<file path="src/rtl/nrf_spi_responder_if.sv">
// nrf_spi_responder_if: SPI pin bundle between an nRF24L01-style master and the responder.
//   sck, csn, mosi : driven by the master (csn active low, mode 0)
//   miso           : driven by the responder, MSB first
//   miso_oe        : responder's board-level tristate enable for miso
interface nrf_spi_responder_if;
  logic sck;
  logic csn;
  logic mosi;
  logic miso;
  logic miso_oe;

  modport master (output sck, output csn, output mosi, input miso, input miso_oe);
  modport slave  (input sck, input csn, input mosi, output miso, output miso_oe);
endinterface

</file>
<file path="src/rtl/nrf_spi_responder.sv">
// nrf_spi_responder: SPI mode-0 slave emulating the nRF24L01 command interface.
// Oversamples the SPI pins on clk_50, decodes command bytes, holds a small register file
// and a loopback payload buffer (W_TX_PAYLOAD bytes come back via R_RX_PAYLOAD).
//
// Ports:
//   clk_50    system clock, rising edge
//   rst       synchronous active-high reset
//   spi       nrf_spi_responder_if.slave (sck/csn/mosi in, miso/miso_oe out)
//   cmd_valid 1-cycle pulse when a command byte completes
//   cmd_out   last completed command byte
//   rx_dr     STATUS bit 6, sticky
//   pl_count  bytes currently held in the payload buffer
//   irq_n     only when NRF_RESP_IRQ_EN is defined: registered ~rx_dr
//
// Build option: define NRF_RESP_IRQ_EN to add the irq_n output.
module nrf_spi_responder #(
  parameter int unsigned NUM_REGS    = 8,
  parameter int unsigned PAYLOAD_MAX = 32,
  parameter logic [7:0]  REG0_RESET  = 8'h08
) (
  input  logic                      clk_50,
  input  logic                      rst,
  nrf_spi_responder_if.slave        spi,
  output logic                      cmd_valid,
  output logic [7:0]                cmd_out,
  output logic                      rx_dr,
  output logic [5:0]                pl_count
`ifdef NRF_RESP_IRQ_EN
  ,
  output logic                      irq_n
`endif
);

  localparam int unsigned AW = (NUM_REGS > 1) ? $clog2(NUM_REGS) : 1;
  localparam int unsigned PW = (PAYLOAD_MAX > 1) ? $clog2(PAYLOAD_MAX) : 1;
  localparam logic [5:0] NumRegs6 = 6'(NUM_REGS);
  localparam logic [5:0] PlMax6   = 6'(PAYLOAD_MAX);

  localparam logic [7:0] CmdRRxPayload = 8'h61;
  localparam logic [7:0] CmdWTxPayload = 8'hA0;
  localparam logic [7:0] CmdFlushTx    = 8'hE1;
  localparam logic [7:0] CmdFlushRx    = 8'hE2;

  typedef enum logic [1:0] {StIdle, StCmd, StData} state_e;

  state_e       state_q;
  logic [2:0]   sck_s, csn_s;
  logic [1:0]   mosi_s;
  logic [2:0]   bit_cnt_q;
  logic [6:0]   shift_in_q;   // first 7 bits of the byte in flight
  logic [6:0]   shift_out_q;  // bits still to send after the one on miso
  logic         miso_q, miso_oe_q;
  logic         cmd_valid_q;
  logic [7:0]   cmd_q;
  logic         rx_dr_q;
  logic         load_pend_q;  // a byte completed; next sck fall loads the next out byte
  logic         out_first_q;  // next load is out byte 1 of the frame
  logic         in_first_q;   // next completed data byte is the first of the frame
  logic [7:0]   regs_q [NUM_REGS];
  logic [7:0]   mem_q  [PAYLOAD_MAX];
  logic [PW-1:0] wr_ptr_q, rd_ptr_q;
  logic [5:0]   count_q;

  // Edge detection on the synchronised pins: flop2 against flop3.
  logic sck_rise, sck_fall, csn_rise, csn_fall;
  assign sck_rise = sck_s[1] & ~sck_s[2];
  assign sck_fall = ~sck_s[1] & sck_s[2];
  assign csn_rise = csn_s[1] & ~csn_s[2];
  assign csn_fall = ~csn_s[1] & csn_s[2];

  logic [7:0] in_byte;
  assign in_byte = {shift_in_q, mosi_s[1]};

  logic empty, full;
  logic [7:0] status;
  logic [4:0] addr;
  assign empty  = (count_q == 6'd0);
  assign full   = (count_q == PlMax6);
  assign status = {1'b0, rx_dr_q, 2'b00, {3{empty}}, full};
  assign addr   = cmd_q[4:0];

  logic addr_in_range;
  assign addr_in_range = ({1'b0, addr} < NumRegs6);

  logic [7:0] reg_rd;
  always_comb begin
    reg_rd = 8'h00;
    if (addr == 5'd7) begin
      reg_rd = status;
    end else if (addr_in_range) begin
      reg_rd = regs_q[addr[AW-1:0]];
    end
  end

  // Sck activity only counts inside a frame and not on a csn edge cycle.
  logic frame_ok, byte_done, push_en, load_en, pop_en;
  assign frame_ok  = (state_q != StIdle) & ~csn_rise & ~csn_fall;
  assign byte_done = frame_ok & sck_rise & (bit_cnt_q == 3'd7);
  assign push_en   = byte_done & (state_q == StData) & (cmd_q == CmdWTxPayload) & ~full;
  assign load_en   = frame_ok & sck_fall & load_pend_q;
  assign pop_en    = load_en & (cmd_q == CmdRRxPayload) & ~empty;

  logic [7:0] next_out;
  always_comb begin
    next_out = 8'h00;
    if (cmd_q[7:5] == 3'b000 && out_first_q) begin
      next_out = reg_rd;
    end else if (pop_en) begin
      next_out = mem_q[rd_ptr_q];
    end
  end

  always_ff @(posedge clk_50) begin
    if (push_en) begin
      mem_q[wr_ptr_q] <= in_byte;
    end
  end

  always_ff @(posedge clk_50) begin
    if (rst) begin
      state_q     <= StIdle;
      // csn flops reset low so a csn already low at release is not seen as a fall.
      sck_s       <= 3'b000;
      csn_s       <= 3'b000;
      mosi_s      <= 2'b00;
      bit_cnt_q   <= 3'd0;
      shift_in_q  <= 7'd0;
      shift_out_q <= 7'd0;
      miso_q      <= 1'b0;
      miso_oe_q   <= 1'b0;
      cmd_valid_q <= 1'b0;
      cmd_q       <= 8'h00;
      rx_dr_q     <= 1'b0;
      load_pend_q <= 1'b0;
      out_first_q <= 1'b0;
      in_first_q  <= 1'b0;
      wr_ptr_q    <= '0;
      rd_ptr_q    <= '0;
      count_q     <= 6'd0;
      for (int i = 0; i < NUM_REGS; i++) begin
        regs_q[i] <= (i == 0) ? REG0_RESET : 8'h00;
      end
    end else begin
      sck_s       <= {sck_s[1:0], spi.sck};
      csn_s       <= {csn_s[1:0], spi.csn};
      mosi_s      <= {mosi_s[0], spi.mosi};
      cmd_valid_q <= 1'b0;

      if (csn_rise) begin
        if (state_q != StIdle) begin
          if (state_q == StData && cmd_q == CmdWTxPayload && !empty) begin
            rx_dr_q <= 1'b1;
          end
          state_q     <= StIdle;
          miso_q      <= 1'b0;
          miso_oe_q   <= 1'b0;
          load_pend_q <= 1'b0;
        end
      end else if (csn_fall) begin
        state_q     <= StCmd;
        bit_cnt_q   <= 3'd0;
        shift_out_q <= status[6:0];
        miso_q      <= status[7];
        miso_oe_q   <= 1'b1;
        load_pend_q <= 1'b0;
      end else if (state_q != StIdle) begin
        if (sck_rise) begin
          shift_in_q <= in_byte[6:0];
          bit_cnt_q  <= bit_cnt_q + 3'd1;
          if (byte_done) begin
            load_pend_q <= 1'b1;
            if (state_q == StCmd) begin
              cmd_q       <= in_byte;
              cmd_valid_q <= 1'b1;
              state_q     <= StData;
              out_first_q <= 1'b1;
              in_first_q  <= 1'b1;
              if (in_byte == CmdFlushTx || in_byte == CmdFlushRx) begin
                wr_ptr_q <= '0;
                rd_ptr_q <= '0;
                count_q  <= 6'd0;
              end
            end else begin
              in_first_q <= 1'b0;
              if (cmd_q[7:5] == 3'b001 && in_first_q) begin
                if (addr == 5'd7) begin
                  // STATUS: write-1-to-clear on bit 6, rest read-only.
                  if (in_byte[6]) begin
                    rx_dr_q <= 1'b0;
                  end
                end else if (addr_in_range) begin
                  regs_q[addr[AW-1:0]] <= in_byte;
                end
              end
              if (push_en) begin
                wr_ptr_q <= wr_ptr_q + PW'(1);
                count_q  <= count_q + 6'd1;
              end
            end
          end
        end else if (sck_fall) begin
          if (load_en) begin
            load_pend_q <= 1'b0;
            out_first_q <= 1'b0;
            shift_out_q <= next_out[6:0];
            miso_q      <= next_out[7];
            if (pop_en) begin
              rd_ptr_q <= rd_ptr_q + PW'(1);
              count_q  <= count_q - 6'd1;
            end
          end else begin
            shift_out_q <= {shift_out_q[5:0], 1'b0};
            miso_q      <= shift_out_q[6];
          end
        end
      end
    end
  end

  assign spi.miso    = miso_q;
  assign spi.miso_oe = miso_oe_q;
  assign cmd_valid   = cmd_valid_q;
  assign cmd_out     = cmd_q;
  assign rx_dr       = rx_dr_q;
  assign pl_count    = count_q;

`ifdef NRF_RESP_IRQ_EN
  logic irq_n_q;
  always_ff @(posedge clk_50) begin
    if (rst) begin
      irq_n_q <= 1'b1;
    end else begin
      irq_n_q <= ~rx_dr_q;
    end
  end
  assign irq_n = irq_n_q;
`endif

endmodule

</file>
<file path="src/flat_wrapper.sv">
// flat-port wrapper written by rule: the top's interface ports become plain ports
module nrf_spi_responder_flat 
#(
  parameter int unsigned NUM_REGS    = 8,
  parameter int unsigned PAYLOAD_MAX = 32,
  parameter logic [7:0]  REG0_RESET  = 8'h08
)
  (clk_50, rst, cmd_valid, cmd_out, rx_dr, pl_count, spi_sck, spi_csn, spi_mosi, spi_miso, spi_miso_oe);
  nrf_spi_responder_if spi_i ();
  input  logic clk_50;
  input  logic rst;
  output logic cmd_valid;
  output logic [7:0] cmd_out;
  output logic rx_dr;
  output logic [5:0] pl_count;
  input wire logic [$bits(spi_i.sck)-1:0] spi_sck;
  input wire logic [$bits(spi_i.csn)-1:0] spi_csn;
  input wire logic [$bits(spi_i.mosi)-1:0] spi_mosi;
  output wire logic [$bits(spi_i.miso)-1:0] spi_miso;
  output wire logic [$bits(spi_i.miso_oe)-1:0] spi_miso_oe;
  assign spi_i.sck = spi_sck;
  assign spi_i.csn = spi_csn;
  assign spi_i.mosi = spi_mosi;
  assign spi_miso = spi_i.miso;
  assign spi_miso_oe = spi_i.miso_oe;
  nrf_spi_responder #(.NUM_REGS(NUM_REGS), .PAYLOAD_MAX(PAYLOAD_MAX), .REG0_RESET(REG0_RESET)) u_core (.clk_50(clk_50), .rst(rst), .spi(spi_i), .cmd_valid(cmd_valid), .cmd_out(cmd_out), .rx_dr(rx_dr), .pl_count(pl_count));
endmodule
</file>
<file path="config.mk">
export PLATFORM = sky130hd
export DESIGN_NAME = nrf_spi_responder_flat
export DESIGN_NICKNAME = d
export VERILOG_FILES = /design/src/rtl/nrf_spi_responder_if.sv /design/src/rtl/nrf_spi_responder.sv /design/src/flat_wrapper.sv
export SDC_FILE = /design/constraint.sdc
export NUM_CORES = 1
export LEC_CHECK = 0
export ABC_CLOCK_PERIOD_IN_PS = 2500
export CORE_MARGIN = 4
export CORE_UTILIZATION = 30
export DETAILED_ROUTE_END_ITERATION = 8
export PLACE_DENSITY = 0.44
export SYNTH_ARGS = -nofsm -noshare
export SYNTH_HDL_FRONTEND = slang
export SYNTH_SLANG_ARGS = --single-unit
</file>
<file path="constraint.sdc">
create_clock -name clk_50 -period 2.5 [get_ports clk_50]
set_input_delay 0.25 -clock clk_50 [delete_from_list [all_inputs] [get_ports clk_50]]
set_output_delay 0.25 -clock clk_50 [all_outputs]
set_load 0.02 [all_outputs]
</file>
==> results of run 1 <==
## through the flow
| stage | cells | worst slack, ns | instance area, um2 |
|---|---|---|---|
| floorplan | 1099 | -0.124 | 16800 |
| global placement | 1863 | -0.0685 | 18500 |
| detailed placement | 1863 | -0.123 | 18500 |
| CTS | 1945 | 0.00363 | 20000 |
| global route | 1947 | -0.0159 | 20100 |
| finish | 1947 | 0.0752 | 20100 |
## per-layer routing
layer | global-route usage (%) | wire, um | vias to the layer above | share of wire [%]
met3 | 3.12 | 2500 | 70 | 5.2
met1 | 22.5 | 21800 | 5067 | 46
li1 | - | - | 4497 | -
met2 | 25.0 | 21900 | 263 | 46
met5 | 0 | 0 | - | 0
met4 | 5.51 | 1460 | 0 | 3.1
## logic make-up (layout without fill, tap and decap cells)
kind of cell,Yosys count,in the layout,share of synthesized area (%)
other,1,8,0.0228
buffers and inverters,87,239,2.07
flip-flops,386,386,66.6
multiplexers,143,143,14.0
XOR/XNOR,3,3,0.160
AND/OR/NAND/NOR,321,321,10.5
adder cells (fa/ha/maj),14,14,1.07
AO/OA/AOI/OAI,137,137,5.61
## worst paths after layout
path | startpoint | endpoint | slack (ns) | cells past startpoint
worst max-delay path | u_core.cmd_out[1] | u_core.pl_count[5] | 0.08 | 5
worst min-delay path | rst | u_core.cmd_out[6] | 0.21 | 3
worst max register to register | u_core.cmd_out[1] | u_core.pl_count[5] | 0.08 | 5
worst min register to register | u_core.csn_s[0] | u_core.csn_s[1] | 0.46 | 1
## what timing repair did
item / in CTS / in global routing
gates resized for setup: 6 / 29
endpoints found under the setup margin: 296 / 129
hold endpoints to repair: 0 / 0
buffers inserted: 0 / 2
pin swaps: 5 / 8
## cells in the mapped netlist (20+ instances only)
cell / count
edfxtp_1: 320
nor2_1: 73
mux4_2: 67
dfxtp_1: 66
and2_1: 60
nand2_1: 57
clkbuf_1: 56
mux2i_1: 54
a21oi_1: 31
o21ai_0: 27
mux2_2: 22
nand3_1: 20
## placed cells by master (no fill, tap or decap), types with 31 or more instances in the layout
master / n
buf_4: 108
edfxtp_1: 320
a21oi_1: 31
and2_1: 60
clkbuf_16: 45
nand2_1: 52
mux2i_1: 54
nor2_4: 34
nor2_1: 38
mux4_2: 67
dfxtp_1: 56
## state kept, by name, indices dropped and copies added (netlist names), named ones only
| name | cells |
|---|---|
| u_core.mosi_s | 2 |
| u_core.regs_q | 64 |
| u_core.shift_in_q | 7 |
| u_core.sck_s | 3 |
| u_core.cmd_out | 8 |
| u_core.spi.miso | 1 |
| u_core.rx_dr | 1 |
| u_core.mem_q | 256 |
| u_core.load_pend_q | 1 |
| u_core.shift_out_q | 7 |
| u_core.rd_ptr_q | 5 |
| u_core.out_first_q | 1 |
| u_core.bit_cnt_q | 3 |
| u_core.state_q | 2 |
| u_core.cmd_valid | 1 |
| u_core.spi.miso_oe | 1 |
| u_core.in_first_q | 1 |
| u_core.wr_ptr_q | 5 |
| u_core.csn_s | 3 |
| u_core.pl_count | 6 |
## where the power goes
part / internal, W / total, W / switching (W)
sequential: 0.00693 / 0.00695 / 0.0000186
clock: 0.00367 / 0.00637 / 0.00271
combinational: 0.0000626 / 0.000177 / 0.000114
## layout make-up
type                            instances  area, um2  area share (%)
Timing Repair Buffer                  141       1210            6.02
Multi-Input combinational cell        626       5620            27.9
Sequential cell                       386      10900            54.4
Inverter                               16       60.1           0.298
Clock inverter                         28        259            1.29
Clock buffer                           54       1170            5.81
Tap cell                              696        871            4.33
## worst max-delay path: stages (launching register included)
cell,delay [ns]
dfxtp_2,0.32
or4_4,0.56
or4_4,0.54
or4_4,0.43
o2111ai_1,0.11
or3b_1,0.35
==> reports/results.ini, run 1 <==
[floorplanning]
die_h_um = 242
die_width_um = 242
floorplan.rows = 85
pin_count = 23
core_footprint_um2 = 54000
floorplan.die_area_um2 = 58500
initial_cell_density_of_the_core_pct = 30.4

[routing]
drtIter0Drc = 760
post-route-drc-count = 0
drt_pre_antenna_iters = 5
dr_total_vias = 9897
wl_per_cell_um = 24.5
route.antenna.remaining_nets = 0
drt_wl_total_um = 47700
vias_per_cell = 5.08

[yosys]
post_synthesis_cell_type_count = 72
synth.area.top_cells = edfxtp_1 (59%), mux4_2 (9.2%), dfxtp_1 (8.0%)
yosys.area.top_type = edfxtp_1
yosys_register_bits = 386
synth_top_cell_area_share_pct = 58.5
async_reset_ff_share_pct = 0
synth_ff_type = edfxtp_1
seq_total_area_yosys_pct = 66.6
synth.avg_cell_area_um2 = 15.0
synthCells = 1092
number_of_synthesis_warnings = 0
synth_edf_count = 320
syn_area_um2 = 16400

[sta]
tightest_slew_ns = 0.723
hold_ws_ns = 0.205
final_sum_of_negative_setup_slack_ns = 0
setup_violations = 0
finalHoldViolations = 0
layout_min_cycle_time_ns = 2.42
fmax_ghz = 0.412
relSlewSlack_pct = 51.8
final.setup_skew_ns = 0.0399
post-route-period-util_pct = 97.0
report.final.slew_viol_count = 0

[clock_tree]
ctsHtreeMaxLevel = 2
cts_num_sinks = 386
clock_latency_on_the_worst_skew_pair_ns = 0.60
ctsRootBufferMaster = clkbuf_16
cts_inserted_buffers = 44
tritoncts = built
path_clk_slew_ns = 0.06
cts_hold_repair.buffers = 0
clock_path_buffers = 3

[placed_design]
place.gp.congestion = 0.815
port_buffers = 22
detailed_place_hpwl_um = 30700

[finish]
synthToLayoutAreaGrowth_pct = 22.7
postLayoutCoreUtil_pct = 37.3
antenna_cells_inserted = 0
layout_fillers = 5065
finish.net_count = 1234
drive_gt1_share_pct = 28.5

[run_status]
run_status = finished, final reports clean

[worst_setup_path]
worst-endpoint-arrival_ns = 2.87
timing.critical_path.from_type = register
crit_required_ns = 2.95
crit_path_end_kind = register
timing_worst_setup_path_type = reg2reg
crit_path_max_fanout = 2

[global_routing]
grt_pass1_wl_um = 69800
grt_start_max_net_pins = 44
globalRouteOverflowTotal = 0
initial_antenna_violation_count = 0
groute.usage.overall_pct = 16.0
first_global_vias = 10100

[run]
cap_viol_max_count = 0

[min_path]
min_path_type = in2reg

[power]
pnr_total_power_w = 0.0135
powerDensity_nw_per_um2 = 670
ir_worst_vdd_v = 0.000439
leakage_nw = 6.51

Note: power is estimated with default switching activity, not from simulation.
==> inputs of run 2 (changes only) <==
--- a/config.mk
+++ b/config.mk
@@ -6,10 +6,13 @@
 export NUM_CORES = 1
 export LEC_CHECK = 0
 export ABC_CLOCK_PERIOD_IN_PS = 2500
+export CELL_PAD_IN_SITES_DETAIL_PLACEMENT = 1
+export CELL_PAD_IN_SITES_GLOBAL_PLACEMENT = 2
 export CORE_MARGIN = 4
 export CORE_UTILIZATION = 30
 export DETAILED_ROUTE_END_ITERATION = 8
-export PLACE_DENSITY = 0.44
+export GPL_ROUTABILITY_DRIVEN = 0
+export PLACE_DENSITY = 0.62
 export SYNTH_ARGS = -nofsm -noshare
 export SYNTH_HDL_FRONTEND = slang
 export SYNTH_SLANG_ARGS = --single-unit
==> reports/results.ini, run 2 (same netlist as run 1, synthesis figures left out) <==
[sta]
fmax_ghz = 0.410  ; -0.57%
report.final.slew_viol_count = 0  ; unchanged
layout_min_cycle_time_ns = 2.44  ; +0.0140 ns
final.setup_skew_ns = 0.0238  ; -0.0162 ns
post-route-period-util_pct = 97.6  ; +0.56 points
hold_ws_ns = 0.235  ; +0.0300 ns
finalHoldViolations = 0  ; unchanged
relSlewSlack_pct = 55.3  ; +3.5 points
tightest_slew_ns = 0.671  ; -0.0518 ns
setup_violations = 0  ; unchanged
setup_slack_ns = 0.0612  ; -0.0140 ns

[worst_setup_path]
crit_path_max_fanout = 8  ; +6
cp_num_buf_inv = 4  ; +4
startpoint = u_core.csn_s[1]
worst_path_largest_cell_delay_ns = 0.34  ; -0.22 ns
crit_required_ns = 2.75  ; -0.20 ns
critical_path.cell_chain = inv_1 -> ha_4 -> buf_4 -> or2_4 -> nor4_4 -> nand3_2 -> buf_4 -> o21ai_0 -> buf_4
timing.critical_path.max_delay_family = simple AND/OR/NAND/NOR gates
worst_path_most_repeated_cell = buf_4
regToRegSetupSlack_ns = 0.06  ; about the same
slowest_stage = nor4_4
crit_path_end_kind = register
timing.critical_path.from_type = register
worst_r2r_startpoint = u_core.csn_s[1]
worst-endpoint-arrival_ns = 2.69  ; -0.18 ns
timing_worst_setup_path_type = reg2reg

[routing]
drt_wl_total_um = 48700  ; +2.1%
post-route-drc-count = 0  ; unchanged
drt_pre_antenna_iters = 5  ; unchanged
route.antenna.remaining_nets = 0  ; unchanged
wl_per_cell_um = 25.0  ; +2.1%
vias_per_cell = 5.15  ; +1.3%
drtIter0Drc = 740  ; -2.6%
dr_total_vias = 10000  ; +1.2%

[finish]
layout.area.seq_um2 = 10900  ; about the same
mostFrequentLayoutCell = edfxtp_1
multi_input_comb_area_um2 = 5660  ; +0.82%
top_register = u_core.mem_q
finish.net_count = 1240  ; +0.49%
antenna_cells_inserted = 0  ; unchanged
layout_common_cells = edfxtp_1 (320), buf_4 (117), mux4_2 (67), and2_1 (59), dfxtp_1 (55)
layout_fillers = 5462  ; +7.8%
drive_gt1_share_pct = 29.4  ; +0.90 points
flip_flop_count_of_the_largest_register_all_copies_and_words_added = 256  ; unchanged
synthToLayoutAreaGrowth_pct = 23.0

[placed_design]
port_buffers = 22  ; unchanged
dp_slack_ns = -0.264  ; -0.141 ns
detailed_place_hpwl_um = 31900  ; +4.0%

[floorplanning]
die_width_um = 242  ; unchanged
pin_count = 23  ; unchanged
die_h_um = 242  ; unchanged
initial_cell_density_of_the_core_pct = 30.4  ; unchanged
floorplan.rows = 85  ; unchanged
floorplan.die_area_um2 = 58500  ; unchanged
core_footprint_um2 = 54000  ; unchanged

[global_routing]
grt_pass1_wl_um = 72400  ; +3.7%
grt_start_max_net_pins = 44  ; unchanged
first_global_vias = 10400  ; +3.3%
initial_antenna_violation_count = 0  ; unchanged
globalRouteOverflowTotal = 0  ; unchanged
groute.usage.overall_pct = 16.5  ; +0.50 points

[power]
powerDensity_nw_per_um2 = 667  ; -0.47%
ir_worst_vdd_v = 0.000414  ; -5.7%
leakage_nw = 6.55  ; +0.69%

[clock_tree]
path_clk_slew_ns = 0.06  ; about the same
ctsRootBufferMaster = clkbuf_16
clock_latency_on_the_worst_skew_pair_ns = 0.57  ; -0.03 ns
cts_num_sinks = 386  ; unchanged
ctsHtreeMaxLevel = 2  ; unchanged
tritoncts = built
clock_path_buffers = 3  ; unchanged
cts_hold_repair.buffers = 0  ; unchanged
cts_inserted_buffers = 41  ; -6.8%

[min_path]
hold_path_startpoint = spi_csn
min_path_type = in2reg

[run_status]
run_status = finished, final reports clean

[run]
cap_viol_max_count = 0  ; unchanged

==> run 2: cell types whose count changed in the layout (fill, tap and decap cells not counted), moves of 3 or more <==
cell / previous run / this run
buf_4: 108 / 117
bufinv_16: 3 / 7
clkbuf_16: 45 / 41
clkbuf_1: 8 / 2
ha_1: 13 / 10
clkinvlp_4: 5 / 0
nor2_1: 38 / 41
ha_4: 0 / 3
==> run 2: path summary, 6_finish.rpt <==
path	endpoint	cells after the start
setup / recovery	u_core.regs_q[5][5]	9
hold / removal	u_core.csn_s[0]	2
setup reg to reg	u_core.regs_q[5][5]	9
hold reg to reg	u_core.sck_s[1]	1
==> run 2: area by class of cell <==
class	count	area share [%]
Tap cell	696	4.31
Inverter	16	0.297
Clock buffer	43	5.12
Timing Repair Buffer	150	6.29
Sequential cell	386	54.2
Multi-Input combinational cell	626	28.0
Clock inverter	29	1.73
==> run 2: per-stage QoR <==
stage	power, W	utilization, %	TNS [ns]	cell area, um2	instances
after floorplan	0.00718	-	-3.02	16800	1099
after global placement	0.00726	34.4	-57.07	18600	1870
after detailed placement	0.00726	34.4	-64.37	18600	1870
after CTS	0.0137	37.1	0	20100	1944
after global routing	0.0140	37.4	-0.284	20200	1946
final	0.0135	37.4	0	20200	1946
==> run 2: timing repair <==
action                     CTS  global route
setup endpoints to repair  342           250
resized for setup           16            26
pin swaps                    6             9
setup buffers                2             2
==> run 2: per-layer routing <==
metal / up-vias / track usage, % / wire [um]
met1: 5228 / 23.0 / 22100
li1: 4501 / - / -
met5: - / 0 / 0
met3: 59 / 3.40 / 2300
met4: 0 / 4.25 / 1170
met2: 228 / 26.6 / 23100
==> run 2: report_power, final <==
part           switching [W]  internal, W
clock network        0.00260      0.00374
logic               0.000115    0.0000642
registers          0.0000188      0.00693
total                0.00274       0.0107
==> RTL change 1 (config.mk and constraints of run 1) <==
`PAYLOAD_MAX` is set to 32 in 2 places; all go to 64.
--- a/src/rtl/nrf_spi_responder.sv
+++ b/src/rtl/nrf_spi_responder.sv
@@ -15,7 +15,7 @@
 // Build option: define NRF_RESP_IRQ_EN to add the irq_n output.
 module nrf_spi_responder #(
   parameter int unsigned NUM_REGS    = 8,
-  parameter int unsigned PAYLOAD_MAX = 32,
+  parameter int unsigned PAYLOAD_MAX = 64,
   parameter logic [7:0]  REG0_RESET  = 8'h08
 ) (
   input  logic                      clk_50,
--- a/src/flat_wrapper.sv
+++ b/src/flat_wrapper.sv
@@ -2,7 +2,7 @@
 module nrf_spi_responder_flat 
 #(
   parameter int unsigned NUM_REGS    = 8,
-  parameter int unsigned PAYLOAD_MAX = 32,
+  parameter int unsigned PAYLOAD_MAX = 64,
   parameter logic [7:0]  REG0_RESET  = 8'h08
 )
   (clk_50, rst, cmd_valid, cmd_out, rx_dr, pl_count, spi_sck, spi_csn, spi_mosi, spi_miso, spi_miso_oe);
Check against the original RTL: same outputs for any inputs over 4 cycles, from zero or initial values and one cycle with rst high; that may be too few to reach the edited logic, so the function may still have changed.
==> RTL change 1 against run 1 <==
  * The run now ends with setup timing left
  * Power increased by 64%
  * Worst setup slack got worse by 0.088 ns
  * Synthesized area increased by 59%
  * Sequential cell count increased by 259
  * Utilization increased by 0.97 points
  * Sequential power increased by 68%
  * Final area increased by 63%
  * Routed wire length increased by 54%
  * Highest routed layer unchanged
==> RTL change 1: results (changes against run 1) <==
Power and ir drop
  – Net switching power figure: 4.50 mW (+59%)
  – VDD IR max: 425 µV (-3.1%)

Yosys
  – Distinct cells, synth: 68 (-5.6%)
  – Largest cells by area after synthesis: edfxtp_1, mux4_2, dfxtp_1, mux2i_1, nor2_1
  – Post-synthesis sequential area ratio: 71.7% (+5.1 points)
  – Commonest cells in the netlist: edfxtp_1, mux4_2, nor2_1
  – Post-synth EDFFs: 576 (+80%)
  – Cell count after synthesis: 1487 (+36%)

Placement
  – Global placer's final weighted congestion: 0.791 (-2.9%)
  – Placed cells: 2779 (+49%)
  – Pre-CTS setup slack: -0.349 ns (-0.226 ns)
  – DP Area: 29800 µm² (+61%)

Drt
  – DR iter-0 viols: 1040 (+37%)
  – Drt wl/cell: 24.9 µm (+1.9%)
  – Vias: 14300 (+44%)

Worst setup path
  – Worst Path Max Fanout: 8 (+6)
  – Reg2reg start: u_core.cmd_out[5]
  – CP Data Arrival Time: 2.84 ns (-0.03 ns)

Cells and area
  – Total Nets Final: 1749 (+42%)
  – Fill count: 7877 (+56%)
  – Largest Register: u_core.mem_q
  – Share of cells above drive strength 1: 34.0% (+5.5 points)
  – Non-Filler Instances: 2935 (+51%)
  – Max reg flops: 512 (+100%)

GRT
  – Largest net degree at the start of global routing: 75 (+70%)
  – GRT Overall Usage: 16.1% (+0.065 points)
  – Vias in the first global route: 14700 (+46%)
  – First-pass GRT wire length: 106000 µm (+52%)
  – Initial antenna violation count: 2 (+2)
  – GRT overflow: 0 (unchanged)

STA
  – Slew headroom: 29.3% (-22 points)
  – Worst Slack Setup Final: -0.0133 ns (-0.0885 ns)
  – Setup violators final: 32 (+32)
  – Fin Setup TNS: -0.175 ns (-0.175 ns)
  – Clk_skew: 0.0229 ns (-0.0171 ns)

Status
  – Status: finished with violations
  – Violated checks: setup timing

Clock network
  – Total CTS buffers: 72 (+64%)
  – Latest clock arrival within the worst-skew pair: 0.62 ns (+0.02 ns)

Min path
  – Hold path start: spi_sck
==> RTL change 1: cell count changes after synthesis, sizes merged, moves of 13 or more <==
cell    change
edfxtp    +256
mux4       +75
mux2       -18
nand2      +17
buf        +23
a22oi      +22
nor2       +60
clkbuf     -13
==> RTL change 1: timing repair <==
action	in CTS	in global routing
gates cloned	0	1
gates resized for setup	17	65
pin swaps	21	36
endpoints found under the setup margin	565	532
buffers inserted	6	17
==> RTL change 1: cell type report <==
type / count / area share, %
well taps: 1144 / 4.37
repair buffers: 246 / 7.86
clock inverters: 42 / 1.13
inverters: 14 / 0.160
multi-input cells: 754 / 23.5
clock buffers: 90 / 5.90
flip-flops and latches: 645 / 57.1
==> RTL change 1: path summary, 6_finish.rpt <==
path / depth (start not counted) / end / slack (ns)
hold reg to reg: 1 / u_core.mosi_s[1] / 0.45
setup / recovery: 9 / u_core.mem_q[38][0] / -0.01
setup reg to reg: 9 / u_core.mem_q[38][0] / -0.01
hold / removal: 2 / u_core.sck_s[0] / 0.20
==> RTL change 1: metrics by stage <==
step | util (%) | total power, mW
6_report | 38.2 | 22.2
5_1_grt | 38.2 | 22.9
4_1_cts | 37.7 | 22.5
3_5_place_dp | 34.8 | 12.1
3_3_place_gp | 34.8 | 12.1
2_1_floorplan | - | 12.0
==> RTL change 1: routing by layer <==
metal | vias up | GRT usage, % | wire, µm
li1 | 6391 | - | -
met1 | 7423 | 22.5 | 33000
met2 | 355 | 26.1 | 35000
met3 | 106 | 2.68 | 3170
met4 | 0 | 4.61 | 2000
met5 | - | 0 | 0
==> RTL change 1: power by group through the flow <==
stage / Sequential [mW] / Combinational [mW] / Clock, mW
finish: 11.7 / 0.187 / 10.3
global route: 11.6 / 0.206 / 11.1
CTS: 11.7 / 0.190 / 10.6
detailed placement: 11.9 / 0.188 / 0
global placement: 11.9 / 0.188 / 0
floorplan: 11.9 / 0.0969 / 0
==> RTL change 1: worst max-delay path: cells and delay by family, from the launching register on <==
family / cells / cell delay [ns]
compound gates: 1 / 0.18
flops: 1 / 0.34
buf+inv: 3 / 0.48
simple gates: 5 / 1.20
==> RTL change 1: cells by family after synthesis <==
logic type,share of synthesized area [%]
AOI/OAI and AO/OA,3.83
muxes,14.9
xor gates and xnor gates,0.471
adders and majority gates,0.528
DFF,71.7
other,0.0144
buffers and inverters,1.78
and+or+nand+nor,6.78
==> RTL change 2 (config.mk and constraints of run 1) <==
Made on the original files. The 3 states of `state_e` get a one-hot encoding in 3 bits.
--- a/src/rtl/nrf_spi_responder.sv
+++ b/src/rtl/nrf_spi_responder.sv
@@ -41,7 +41,7 @@
   localparam logic [7:0] CmdFlushTx    = 8'hE1;
   localparam logic [7:0] CmdFlushRx    = 8'hE2;
 
-  typedef enum logic [1:0] {StIdle, StCmd, StData} state_e;
+  typedef enum logic [2:0] {StIdle = 3'b001, StCmd = 3'b010, StData = 3'b100} state_e;
 
   state_e       state_q;
   logic [2:0]   sck_s, csn_s;
Formal check against the unedited RTL: same outputs for any inputs over 4 cycles, from zero or initial values and one cycle with rst high; so few cycles prove little.
==> RTL change 2 against run 1 <==
  * Worst setup slack improved by 0.016 ns
  * Synthesized cell count increased by 0.18%
  * Final area decreased by 1.7%
  * Power about the same
  * Sequential cell count increased by 1
  * Combinational power increased by 9%
  * Routed wire length decreased by 7.2%
  * Synthesized area decreased by 0.33%
  * Sequential power about the same
  * Count of clock-buffer cells in the layout increased by 2
  * Die area decreased by 0.31%
  * Critical endpoint is now u_core.regs_q[3][4]
==> RTL change 2: results (changes against run 1) <==
Status
  – Status: finished, final reports clean

Cells and area
  – Largest Register: u_core.mem_q
  – Max reg flops: 256 (unchanged)
  – Total Nets Final: 1227 (-0.57%)
  – Fill count: 5093 (+0.55%)
  – Non-Filler Instances: 1935 (-0.62%)
  – Share of cells above drive strength 1: 26.6% (-1.9 points)
  – ANT cells: 0 (unchanged)

Yosys
  – Post-synth EDFFs: 320 (unchanged)
  – Primary FF master, synth: edfxtp_1
  – Post-synthesis sequential area ratio: 66.9% (+0.34 points)
  – Ys Warns: 0 (unchanged)
  – Share of async-settable or async-resettable flops after synthesis: 0% (unchanged)
  – Commonest cells in the netlist: edfxtp_1, nor2_1, dfxtp_1
  – Largest cells by area after synthesis: edfxtp_1, mux4_2, dfxtp_1, mux2i_1, nor2_1
  – Distinct cells, synth: 72 (unchanged)
  – Average size of a mapped cell: 15.0 µm² (-0.51%)

Clock network
  – H-tree levels: 2 (unchanged)
  – Clock Root Buffer: clkbuf_16
  – Max Buffers Root-to-Sink: 3 (unchanged)
  – Worst-path clk slew: 0.06 ns (about the same)
  – Total CTS buffers: 43 (-2.3%)
  – Latest clock arrival within the worst-skew pair: 0.57 ns (-0.03 ns)

GRT
  – GRT Overall Usage: 15.1% (-0.97 points)
  – Initial antenna violation count: 1 (+1)
  – Largest net degree at the start of global routing: 44 (unchanged)
  – Vias in the first global route: 9853 (-2.1%)
  – First-pass GRT wire length: 66500 µm (-4.7%)

Worst setup path
  – CP Data Arrival Time: 2.67 ns (-0.20 ns)
  – Kind of critical path: reg2reg
  – Worst Path Max Fanout: 8 (+6)
  – Reg2reg start: u_core.csn_s[1]

Drt
  – DR iter-0 viols: 823 (+8.3%)
  – Vias: 9677 (-2.2%)
  – Drt wl/cell: 22.9 µm (-6.6%)
  – Pre-antenna DRT Iters: 4 (-1)

Placement
  – Global placer's final weighted congestion: 0.845 (+3.7%)
  – Post-DP HPWL: 29400 µm (-4.0%)
  – IO buf count: 22 (unchanged)

STA
  – Pin slew with the least headroom to its limit: 0.753 ns (+0.0305 ns)
  – Max-slew violation count: 0 (unchanged)
  – Clk_skew: 0.0259 ns (-0.0140 ns)

Power and ir drop
  – VDD IR max: 397 µV (-9.5%)
  – Leakage: 6.56 nW (+0.83%)

Min path
  – Hold Crit Class: in2reg
  – Hold path start: spi_sck
## RTL change 2: cells by family (layout without fill, tap and decap cells)
logic type | Yosys count | in the layout | share of synthesized area (%)
flops | 387 | 387 | 66.9
fa+ha+maj | 14 | 14 | 1.07
compound gates | 118 | 118 | 5.03
other cells | 1 | 8 | 0.0229
xor+xnor | 9 | 9 | 0.482
mux | 132 | 132 | 12.9
simple gates | 353 | 353 | 11.6
buf+inv | 80 | 218 | 1.99
## RTL change 2: where the power goes
part / switching [mW] / internal (mW) / total (mW)
registers: 0.0192 / 6.95 / 6.97
clock network: 2.58 / 3.75 / 6.33
logic: 0.123 / 0.0691 / 0.193
## RTL change 2: timing repair
action,CTS,global route
endpoints found under the setup margin,46,241
buffers inserted,1,1
gates resized for setup,6,43
endpoints found under the hold margin,0,0
cloned,0,0
pin swaps,1,4
## RTL change 2: per-layer routing
layer	up-vias	global-route usage, %	part of all wire, %
met2	206	23.9	47
met4	0	4.27	2.2
li1	4456	-	-
met5	-	0	0
met1	4953	21.8	47
met3	62	2.06	3.8
## RTL change 2: layout make-up
class                           count  area share (%)
Sequential cell                   387            55.4
Clock buffer                       56            5.99
Inverter                           17           0.322
Tap cell                          696            4.40
Clock inverter                     20            1.08
Multi-Input combinational cell    634            27.3
Timing Repair Buffer              125            5.48
## RTL change 2: critical path, cell delays in order, from the launching register on
cell	delay (ns)
dfxtp_2	0.34
inv_2	0.04
ha_2	0.17
nand4bb_1	0.18
buf_4	0.16
nand2b_4	0.14
nor4_4	0.29
buf_4	0.15
nand2_1	0.09
nor3b_1	0.25
or2_2	0.29
## RTL change 2: path summary, 6_finish.rpt
path	endpoint	slack [ns]	depth (start not counted)
worst max-delay path	u_core.regs_q[3][4]	0.09	10
worst min register to register	u_core.sck_s[1]	0.44	1
worst min-delay path	u_core.sck_s[0]	0.25	2
worst max register to register	u_core.regs_q[3][4]	0.09	10
## RTL change 2: metrics by stage
| step | power [mW] | hold slack, ns | cell area [µm²] | setup WS (ns) | setup TNS [ns] |
|---|---|---|---|---|---|
| floorplan | 7.21 | 0.378 | 16500 | -0.0295 | -5.19 |
| global placement | 7.29 | 0.421 | 18200 | -0.0720 | -1.60 |
| detailed placement | 7.29 | 0.427 | 18200 | -0.0728 | -2.06 |
| CTS | 13.7 | 0.210 | 19600 | 0.0117 | 0 |
| global route | 14.0 | 0.248 | 19800 | -0.0116 | -0.0741 |
| finish | 13.5 | 0.247 | 19800 | 0.0912 | 0 |
